--- config.mk ---
export PLATFORM = sky130hd
export DESIGN_NAME = rgb_fade_sequencer_flat
export DESIGN_NICKNAME = d
export VERILOG_FILES = /design/src/rtl/rgb_fade_sequencer_pkg.sv /design/src/rtl/rgb_fade_sequencer_if.sv /design/src/rtl/rgb_fade_sequencer_step_tick.sv /design/src/rtl/rgb_fade_sequencer.sv /design/src/flat_wrapper.sv
export SDC_FILE = /design/constraint.sdc
export NUM_CORES = 1
export LEC_CHECK = 0
export BUFFER_PORTS_ARGS = -buffer_cell sky130_fd_sc_hd__buf_2
export CORE_UTILIZATION = 25
export DETAILED_ROUTE_END_ITERATION = 10
export PLACE_DENSITY = 0.46
export SYNTH_ARGS = -nofsm -noshare
export SYNTH_HDL_FRONTEND = slang
export SYNTH_SLANG_ARGS = --single-unit
--- constraint.sdc ---
create_clock -name clk -period 6.1 [get_ports clk]
set_input_delay 0.915 -clock clk [delete_from_list [all_inputs] [get_ports clk]]
set_output_delay 0.915 -clock clk [all_outputs]
set_load 0.05 [all_outputs]
--- src/rtl/rgb_fade_sequencer_pkg.sv ---
// Shared types and constants for the RGB fade sequencer: FSM state encoding,
// palette geometry and a counter-width helper.
package rgb_fade_sequencer_pkg;

    typedef enum logic [1:0] {
        ST_IDLE = 2'd0,
        ST_FADE = 2'd1,
        ST_HOLD = 2'd2
    } fade_state_t;

    localparam int PAL_DEPTH = 4;
    localparam int IDX_W     = 2;

    // A counter over 0..n-1 needs at least one bit even when n is 1.
    function automatic int cnt_width(input int n);
        return (n > 1) ? $clog2(n) : 1;
    endfunction

endpackage

--- src/rtl/rgb_fade_sequencer_if.sv ---
// Control, palette-write and duty-output bundle of the RGB fade sequencer.
// The state field is the FSM's debug view.
interface rgb_fade_sequencer_if #(
    parameter int R = 8
);
    import rgb_fade_sequencer_pkg::*;

    // start, stop and wr_en are single-cycle strobes sampled on the rising
    // clock edge; there is no back-pressure, so every strobe is accepted.
    logic             start;
    logic             stop;
    logic             wr_en;
    logic [IDX_W-1:0] wr_addr;
    logic [R:0]       wr_red;
    logic [R:0]       wr_green;
    logic [R:0]       wr_blue;

    logic [R:0]       red_duty;
    logic [R:0]       green_duty;
    logic [R:0]       blue_duty;
    logic             busy;
    logic [IDX_W-1:0] idx;
    fade_state_t      state;

    modport master (
        output start, stop, wr_en, wr_addr, wr_red, wr_green, wr_blue,
        input  red_duty, green_duty, blue_duty, busy, idx, state
    );

    modport slave (
        input  start, stop, wr_en, wr_addr, wr_red, wr_green, wr_blue,
        output red_duty, green_duty, blue_duty, busy, idx, state
    );

endinterface

--- src/rtl/rgb_fade_sequencer_step_tick.sv ---
// Fade-step prescaler: counts 0..STEP_DIV-1 while enabled and pulses tick on
// the last count; held at 0 while disabled.
module step_tick_gen
    import rgb_fade_sequencer_pkg::*;
#(
    parameter int STEP_DIV = 195
) (
    input  logic clk,
    input  logic reset,
    input  logic en,
    output logic tick
);

    localparam int CW = cnt_width(STEP_DIV);
    localparam logic [CW-1:0] LAST = CW'(STEP_DIV - 1);

    logic [CW-1:0] cnt;

    always_ff @(posedge clk or posedge reset) begin
        if (reset) begin
            cnt <= '0;
        end else if (!en || cnt == LAST) begin
            cnt <= '0;
        end else begin
            cnt <= cnt + CW'(1);
        end
    end

    assign tick = en && (cnt == LAST);

endmodule

--- src/rtl/rgb_fade_sequencer.sv ---
// Four-entry RGB palette sequencer: fades the three duty outputs one LSB per
// step tick toward palette[idx], dwells HOLD_STEPS ticks, then moves on.
module rgb_fade_sequencer
    import rgb_fade_sequencer_pkg::*;
#(
    parameter int R          = 8,
    parameter int STEP_DIV   = 195,
    parameter int HOLD_STEPS = 64
) (
    input  logic                 clk,
    input  logic                 reset,
    rgb_fade_sequencer_if.slave  bus
);

    localparam logic [R:0] FULL = {1'b1, {R{1'b0}}};
    localparam int HC_W = cnt_width(HOLD_STEPS);
    localparam logic [HC_W-1:0] HOLD_LAST = HC_W'(HOLD_STEPS - 1);

    fade_state_t      state;
    logic [IDX_W-1:0] idx;
    logic [HC_W-1:0]  hold_cnt;
    logic [R:0]       duty_r, duty_g, duty_b;
    logic [R:0]       pal_r [PAL_DEPTH];
    logic [R:0]       pal_g [PAL_DEPTH];
    logic [R:0]       pal_b [PAL_DEPTH];
    logic             tick;

    function automatic logic [R:0] clamp(input logic [R:0] v);
        return (v > FULL) ? FULL : v;
    endfunction

    // One LSB toward the target; landing exactly on it rules out overshoot.
    function automatic logic [R:0] approach(input logic [R:0] cur, input logic [R:0] tgt);
        if (cur < tgt) return cur + (R+1)'(1);
        if (cur > tgt) return cur - (R+1)'(1);
        return cur;
    endfunction

    step_tick_gen #(.STEP_DIV(STEP_DIV)) u_step_tick (
        .clk   (clk),
        .reset (reset),
        .en    (state != ST_IDLE),
        .tick  (tick)
    );

    always_ff @(posedge clk or posedge reset) begin
        if (reset) begin
            for (int i = 0; i < PAL_DEPTH; i++) begin
                pal_r[i] <= '0;
                pal_g[i] <= '0;
                pal_b[i] <= '0;
            end
        end else if (bus.wr_en) begin
            pal_r[bus.wr_addr] <= clamp(bus.wr_red);
            pal_g[bus.wr_addr] <= clamp(bus.wr_green);
            pal_b[bus.wr_addr] <= clamp(bus.wr_blue);
        end
    end

    logic [R:0] nxt_r, nxt_g, nxt_b;
    logic       reached;

    assign nxt_r   = approach(duty_r, pal_r[idx]);
    assign nxt_g   = approach(duty_g, pal_g[idx]);
    assign nxt_b   = approach(duty_b, pal_b[idx]);
    assign reached = (nxt_r == pal_r[idx]) && (nxt_g == pal_g[idx]) && (nxt_b == pal_b[idx]);

    always_ff @(posedge clk or posedge reset) begin
        if (reset) begin
            state    <= ST_IDLE;
            idx      <= '0;
            hold_cnt <= '0;
            duty_r   <= '0;
            duty_g   <= '0;
            duty_b   <= '0;
        end else if (bus.stop) begin
            // Duties and idx freeze so a later start resumes the same fade.
            state <= ST_IDLE;
        end else begin
            case (state)
                ST_IDLE: begin
                    if (bus.start) state <= ST_FADE;
                end
                ST_FADE: begin
                    if (tick) begin
                        duty_r <= nxt_r;
                        duty_g <= nxt_g;
                        duty_b <= nxt_b;
                        if (reached) begin
                            state    <= ST_HOLD;
                            hold_cnt <= '0;
                        end
                    end
                end
                ST_HOLD: begin
                    if (tick) begin
                        if (hold_cnt == HOLD_LAST) begin
                            hold_cnt <= '0;
                            idx      <= idx + IDX_W'(1);
                            state    <= ST_FADE;
                        end else begin
                            hold_cnt <= hold_cnt + HC_W'(1);
                        end
                    end
                end
                default: state <= ST_IDLE;
            endcase
        end
    end

    assign bus.red_duty   = duty_r;
    assign bus.green_duty = duty_g;
    assign bus.blue_duty  = duty_b;
    assign bus.busy       = (state != ST_IDLE);
    assign bus.idx        = idx;
    assign bus.state      = state;

endmodule

--- src/flat_wrapper.sv ---
// flat-port wrapper written by rule: the top's interface ports become plain ports
module rgb_fade_sequencer_flat import rgb_fade_sequencer_pkg::*;
#(
    parameter int R          = 8,
    parameter int STEP_DIV   = 195,
    parameter int HOLD_STEPS = 64
)
  (clk, reset, bus_start, bus_stop, bus_wr_en, bus_wr_addr, bus_wr_red, bus_wr_green, bus_wr_blue, bus_red_duty, bus_green_duty, bus_blue_duty, bus_busy, bus_idx, bus_state);
  rgb_fade_sequencer_if #(.R(R)) bus_i ();
  input  logic clk;
  input  logic reset;
  input wire logic [$bits(bus_i.start)-1:0] bus_start;
  input wire logic [$bits(bus_i.stop)-1:0] bus_stop;
  input wire logic [$bits(bus_i.wr_en)-1:0] bus_wr_en;
  input wire logic [$bits(bus_i.wr_addr)-1:0] bus_wr_addr;
  input wire logic [$bits(bus_i.wr_red)-1:0] bus_wr_red;
  input wire logic [$bits(bus_i.wr_green)-1:0] bus_wr_green;
  input wire logic [$bits(bus_i.wr_blue)-1:0] bus_wr_blue;
  output wire logic [$bits(bus_i.red_duty)-1:0] bus_red_duty;
  output wire logic [$bits(bus_i.green_duty)-1:0] bus_green_duty;
  output wire logic [$bits(bus_i.blue_duty)-1:0] bus_blue_duty;
  output wire logic [$bits(bus_i.busy)-1:0] bus_busy;
  output wire logic [$bits(bus_i.idx)-1:0] bus_idx;
  output wire logic [$bits(bus_i.state)-1:0] bus_state;
  assign bus_i.start = bus_start;
  assign bus_i.stop = bus_stop;
  assign bus_i.wr_en = bus_wr_en;
  assign bus_i.wr_addr = bus_wr_addr;
  assign bus_i.wr_red = bus_wr_red;
  assign bus_i.wr_green = bus_wr_green;
  assign bus_i.wr_blue = bus_wr_blue;
  assign bus_red_duty = bus_i.red_duty;
  assign bus_green_duty = bus_i.green_duty;
  assign bus_blue_duty = bus_i.blue_duty;
  assign bus_busy = bus_i.busy;
  assign bus_idx = bus_i.idx;
  assign bus_state = bus_i.state;
  rgb_fade_sequencer #(.R(R), .STEP_DIV(STEP_DIV), .HOLD_STEPS(HOLD_STEPS)) u_core (.clk(clk), .reset(reset), .bus(bus_i));
endmodule
### Yosys cells after proc, flatten, opt, wreduce, memory -nomap -nowiden

Index checks and enable logic that the tools add are counted.

| word-level totals | value |
|---|---|
| output and inout port bits | 32 |
| logic and storage cells | 122 |
| bits in registers | 153 |
| input bits | 34 |

| operators by class | value |
|---|---|
| $add $sub $neg | 9 |
| magnitude comparators | 12 |
| equal/unequal tests | 15 |
| bitwise operators | 3 |
| multiplexer cells | 51 |
| reductions and logical operators | 13 |

Operators with widths:

| kind | number |
|---|---|
| 9-bit 2-to-1 mux | 22 |
| 36-bit bitwise mux | 3 |
| 9-bit binary-select mux with 2-bit select | 3 |
| 9-bit by 1-bit adder with 9-bit output (second input constant) | 3 |
| 9-bit equality test | 3 |
| 9-bit > comparator | 3 |
| 9-bit > comparator (second input constant) | 3 |
| 9-bit less-than comparator | 3 |
| 9-bit by 1-bit subtractor with 9-bit output (second input constant) | 3 |
| 6-bit 2-to-1 mux | 4 |
| 9-bit demux with 2-bit select | 1 |
| 2-bit 2-to-1 mux | 6 |
| 3-bit by 2-bit inequality test with 1-bit output (second input constant) | 4 |
| 6-bit one-hot mux with 2 select lines | 1 |
| 5-bit AND reduction | 2 |
| 1-bit 2-to-1 mux | 9 |
| 8-bit by 1-bit adder with 8-bit output (second input constant) | 1 |
| 8-bit equality test (second input constant) | 1 |
| 8-bit 2-to-1 mux | 1 |
| 6-bit by 1-bit adder with 6-bit output (second input constant) | 1 |
| 6-bit equality test (second input constant) | 1 |
| 3-bit greater-or-equal comparator (second input constant) | 2 |
| 2-bit by 1-bit inequality test with 1-bit output (second input constant) | 3 |
| 2-bit inverter with 3-bit output | 2 |
| 14 further kinds | 18 |

### Longest topological paths before layout

| depth | value |
|---|---|
| depth in word-level cells | 16 |
| mapped depth | 17 |
| depth with buffers taken out | 12 |

### Modules after synthesis

A second synthesis with hierarchy kept.

| second synthesis, totals | value |
|---|---|
| cells, all modules | 1001 |
| area total of the unflattened synthesis | 9397.8 um^2 |

By module, submodules not included:

| module | cells an instance | area each (um^2) | times used | seq. area each (um^2) |
|---|---|---|---|---|
| rgb_fade_sequencer | 956 | 8933.6 | 1 | 3628.5 |
| step_tick_gen | 45 | 464.2 | 1 | 200.2 |

### Least setup slack after synthesis

No wires, ideal clock.

| path | value |
|---|---|
| path kind | reg-to-reg |
| from | register u_core.idx[0] (netlist: u_core.bus.idx[0]) |
| to | register u_core.hold_cnt[1] |
| cell stages (with the launch flop) | 18 |
| library setup time | 0.133 ns |
| slack | 1.508 ns |
| arrival time | 4.459 ns |
| period minus slack after synthesis | 4.592 ns |
| buffers on the path | 5 |
| data required time | 5.967 ns |
| cells stage by stage | dfrtp_1 buf_6 buf_2 buf_4 mux4_2 inv_1 ha_1 nand4_1 nor3_1 a2111oi_2 buf_4 buf_1 mux2i_1 o2bb2ai_1 nor4_1 nand4_1 nor4_4 o21ai_1 |

| between the ends | value |
|---|---|
| longest elaborated chain between the ends | 14 |
| elaborated cells between the ends (all ways) | 41 |
| classes of those cells | order compare: 6; eq/ne: 4; mux: 27; bitwise: 1; reduce/logical: 3 |

RTL lines:

| element | RTL line | text |
|---|---|---|
| start: declaration | rgb_fade_sequencer.sv:20 | `logic [IDX_W-1:0] idx;` |
| start signal: assignment | rgb_fade_sequencer.sv:99 | `idx <= idx + IDX_W'(1);` |
| 2-bit inverter with 3-bit output (not written as such) * | -- |  |
| 9-bit binary-select mux with 2-bit select, on equally long branches | rgb_fade_sequencer.sv:63, rgb_fade_sequencer.sv:66, rgb_fade_sequencer.sv:64 |  |
| 9-bit 2-to-1 mux, on equally long branches (2 in a row) | rgb_fade_sequencer.sv:63, rgb_fade_sequencer.sv:66, rgb_fade_sequencer.sv:64 |  |
| 9-bit > comparator | rgb_fade_sequencer.sv:35 | `if (cur > tgt) return cur - (R+1)'(1);` |
| 1-bit 2-to-1 mux (2 in a row) | rgb_fade_sequencer.sv:35 |  |
| 9-bit 2-to-1 mux | rgb_fade_sequencer.sv:36 | `return cur;` |
| 9-bit 2-to-1 mux | rgb_fade_sequencer.sv:35 |  |
| 9-bit equality test | rgb_fade_sequencer.sv:66 | `assign reached = (nxt_r == pal_r[idx]) && (nxt_g == pal_g[idx]) && (nxt_b == pal_b[idx]);` |
| 1-bit logical AND | rgb_fade_sequencer.sv:66 |  |
| 1-bit logical AND * | rgb_fade_sequencer.sv:66 |  |
| 2-bit by 1-bit inequality test with 1-bit output (no line) * | -- |  |
| 5-bit AND reduction (no line) * | -- |  |
| end signal: assignment | rgb_fade_sequencer.sv:102 | `hold_cnt <= hold_cnt + HC_W'(1);` |
| end: declaration | rgb_fade_sequencer.sv:21 | `logic [HC_W-1:0] hold_cnt;` |

Mark *: on every way between the ends. The rest lies on a longest branch, timed or not. The select of a mux whose other input is x is not followed.
A chain may end at the register's enable or synchronous reset.

### Worst setup path in the final report

| path | value |
|---|---|
| from | register u_core.idx[1] (netlist: u_core.bus.idx[1]) |
| to | register u_core.hold_cnt[5] |

Same word-level chain as after synthesis.

==> metrics.txt <==
share of synthesized cell area in full adder, half adder and majority cells=4.99%; Setup Viol. Count Final=0; number of antenna cells inserted=0; Required @ worst endpoint=6.40 ns; slowest cell on the critical path=sky130_fd_sc_hd__a2111oi_4; R2R setup slack=1.09 ns; total track usage=13.3%; status=finished, final reports clean; headroom to the max-slew limit=28.1%; yosys warns=0; CP cell instances=buf_4 -> mux4_2 -> inv_1 -> ha_1 -> a21oi_1 -> o21ai_1 -> a2111oi_4 -> mux2i_1 -> o22ai_1 -> a2111oi_1 -> nand4_1 -> nor4_4 -> o21ai_1; die span in y=192 um; biggest area consumer among synthesized cells=sky130_fd_sc_hd__dfrtp_1; I/O pin count=66; final setup skew=0.00930 ns; setup repair after global routing missed its margin=no; area of the die=36900 um^2; number of resized instances in the post-cts repair step=0; net count of the mapped netlist=1013; synthesized-area fraction occupied by ao, oa, aoi and oai cells=11.7%; P_leak=4.42 nW; Cells on Worst Hold Path=2; number of vias per cell=4.62; hold violation total from the final report=0; largest incremental delay on the critical path=0.88 ns; final-report max-slew violation count=0; number of hold buffers added after CTS=0; category of the worst setup path capture point=flop; fraction of power consumed by sequential logic=42.7%; worst setup path category=reg -> reg; drt first-iter violations=409; number of inserted filler cells in the final layout=3744; final instance count without filler cells=1460; fraction of registers with async set or reset after synthesis=100%; core area=35600 um^2; via total after detailed routing=6750; initial antenna violation count=0; Peak VDD IR=0.198 mV; CTS buffer count=17; vias in the first global route=6779; count of different cell masters after synthesis=62; clock tree sinks=153; most used flip-flop cell after synthesis=sky130_fd_sc_hd__dfrtp_1; Worst EP arrival=5.31 ns; portion of the post-synthesis area used by sequential elements=42.4%; switching portion of total power=29.8%; DRC violation count after routing=0; terminating pin of the worst hold path=u_core.pal_r[25]; power per cell area=267 nW/um^2; highest attainable clock frequency=0.200 GHz; Final Hold Slack=0.475 ns; capturing point of the worst reg2reg path=u_core.hold_cnt[5]; final weighted congestion of routability-driven global placement=0.835; floorplan die width=192 um; worst setup slack after layout=1.09 ns; Power Total=0.00278 W; xor and xnor area share after synthesis=7.15%; net switching power figure=0.000826 W; minimum clock period=5.01 ns; Hold Path Class=reg -> reg; starting density of the core=25.4%; kind of cell adding the most delay to the critical path=compound AO/OA/AOI/OAI gates; Cell Int Power=0.00195 W; R2R cell count=13; global route total overflow=0; Clock Pin Slew Worst Setup and Hold Paths=0.06 ns; layout cells sized above 1=17.0%; Post-Synthesis Cells=943; clock root buffer master=sky130_fd_sc_hd__clkbuf_16; Port Buffer Count=65; number of flip-flops and latches in the synthesized netlist=153; area share of the leading cell type in the synthesized netlist=42.4%; wire length of the first global-routing pass=37800 um; final net count=1056; MaxCap Viol Count=0; Detailed Place HPWL=16500 um; critical-path maximum fanout=12; startpoint of the most critical register-to-register path=u_core.bus.idx[1]; final antenna-violating net count=0; H-tree lvl count=4; drt first pass iters=7; critical path launch point=u_core.bus.idx[1]; Hold Crit Start=u_core.pal_r[25]; slew at the pin with the worst max-slew slack=1.08 ns; cell type with the highest occurrence count on the critical path=sky130_fd_sc_hd__o21ai_1; synthesized area per cell=9.58 um^2; area growth from synthesis to layout=15.0%; final period utilization=82.1%; post-synthesis share of cell area spent on and, or, nand and nor gates=18.4%; average routed wire per standard cell=15.9 um; launching element type of the critical path=flop; setup repair bufs after CTS=0; count of placed standard cells including taps=1428; number of enable flip-flop cells after synthesis=0; count of standard-cell rows=69; clock share of power=37.3%; Total Routed Length=23200 um; mapped cell area=9030 um^2; worst path bufs/invs=2; maximum root-to-sink buffer count=2; pin count of the biggest net entering global routing=104; final-layout setup total negative slack=0 ns; Comb pwr share=20.0%; clock insertion delay at the later pin of the skew report=0.43 ns; Post-Place Setup Slack=1.10 ns; CTS tree=done; fraction of synthesized area in multiplexers=11.3%; top cells by area in the synthesized netlist=sky130_fd_sc_hd__dfrtp_1, sky130_fd_sc_hd__mux4_2, sky130_fd_sc_hd__nand2_1; combinational family with the most area after synthesis=simple AND/OR/NAND/NOR gates
how the worst max path moves through the flow:
stage	cells past startpoint	to	slack, ns
after CTS	13	u_core.hold_cnt[5]	1.05
after global routing	13	u_core.hold_cnt[1]	0.66
after global placement	12	u_core.hold_cnt[5]	1.14
after floorplan	1	u_core.bus.blue_duty[0]	1.06
after detailed placement	12	u_core.hold_cnt[5]	1.10
final	13	u_core.hold_cnt[5]	1.09
power by group through the flow:
stage          logic, W  registers, W  clock network, W
6_report       0.000554       0.00118           0.00104
5_1_grt        0.000618       0.00120           0.00111
4_1_cts        0.000563       0.00119           0.00107
3_5_place_dp   0.000561       0.00120                 0
3_3_place_gp   0.000553       0.00121                 0
2_1_floorplan  0.000423       0.00119                 0
tightest hold or removal path, cell delays in order (launching register included):
cell and delay, ns:
sky130_fd_sc_hd__dfrtp_1 0.34, sky130_fd_sc_hd__nand2_1 0.04, sky130_fd_sc_hd__o21ai_0 0.06
cells in the mapped netlist (all sizes together), types with 2 or more instances:
master	count
mux2i	22
nor3	29
inv	37
nor4	5
nand2b	27
xor2	24
mux2	17
o31ai	7
o21ai	121
nand3	22
dfrtp	153
nand4	13
nor2	53
o32ai	2
and2	2
a2111oi	4
or4	5
buf	14
a211oi	4
o311ai	2
clkinv	2
a31oi	3
xnor2	48
and3	6
a21oi	22
clkbuf	38
or3	8
nor3b	4
and4	5
nand2	154
o22ai	5
or2	6
ha	36
nand3b	4
mux4	27
flip-flops by register name (all words and copies together) (netlist names):
signal	flops
u_core.hold_cnt	6
u_core.pal_g	36
u_core.bus.blue_duty	9
u_core.bus.green_duty	9
u_core.pal_r	36
u_core.pal_b	36
u_core.bus.state	2
u_core.bus.idx	2
u_core.bus.red_duty	9
u_core.u_step_tick.cnt	8
layout by cell type (no fill, tap or decap), types with 21 or more instances in the layout:
cell,netlist,layout
sky130_fd_sc_hd__mux4_2,27,27
sky130_fd_sc_hd__dfrtp_1,153,152
sky130_fd_sc_hd__inv_1,37,36
sky130_fd_sc_hd__o21ai_0,114,114
sky130_fd_sc_hd__nor2_1,53,53
sky130_fd_sc_hd__nand2b_1,27,27
sky130_fd_sc_hd__ha_1,36,36
sky130_fd_sc_hd__nor3_1,29,28
sky130_fd_sc_hd__nand3_1,22,21
sky130_fd_sc_hd__mux2i_1,22,22
sky130_fd_sc_hd__xnor2_1,46,46
sky130_fd_sc_hd__xor2_1,24,24
sky130_fd_sc_hd__nand2_1,154,154
sky130_fd_sc_hd__buf_2,8,65
sky130_fd_sc_hd__a21oi_1,22,22
layout make-up:
cell class              instances  area [um^2]  area share [%]
flip-flops and latches        153         3830            36.9
repair buffers                 76          408            3.93
well taps                     461          577            5.55
inverters                      39          151            1.46
multi-input cells             699         4860            46.7
clock buffers                  23          478            4.60
clock inverters                 9         90.1           0.867
per-layer routing:
layer | part of all wire (%) | vias up | global-route usage [%]
met5 | 0 | - | 0
met4 | 2.0 | 0 | 4.33
met3 | 2.8 | 26 | 2.27
met2 | 44 | 115 | 20.1
met1 | 51 | 3241 | 19.2
li1 | - | 3368 | -
logic make-up (layout without fill, tap and decap cells):
kind of cell             after synthesis  after routing
buffers and inverters                 91            147
AND/OR/NAND/NOR                      347            347
multiplexers                          66             66
XOR/XNOR                              72             72
adder cells (fa/ha/maj)               36             36
flip-flops                           153            153
AO/OA/AOI/OAI                        178            178
metrics by stage:
stage / instance area (um^2) / utilization (%)
after global routing: 10400 / 29.2
final: 10400 / 29.2
after CTS: 10400 / 29.2
after detailed placement: 9820 / 27.6
after global placement: 9820 / 27.6
after floorplan: 9030 / -
Note: power is estimated with default switching activity, not from simulation.
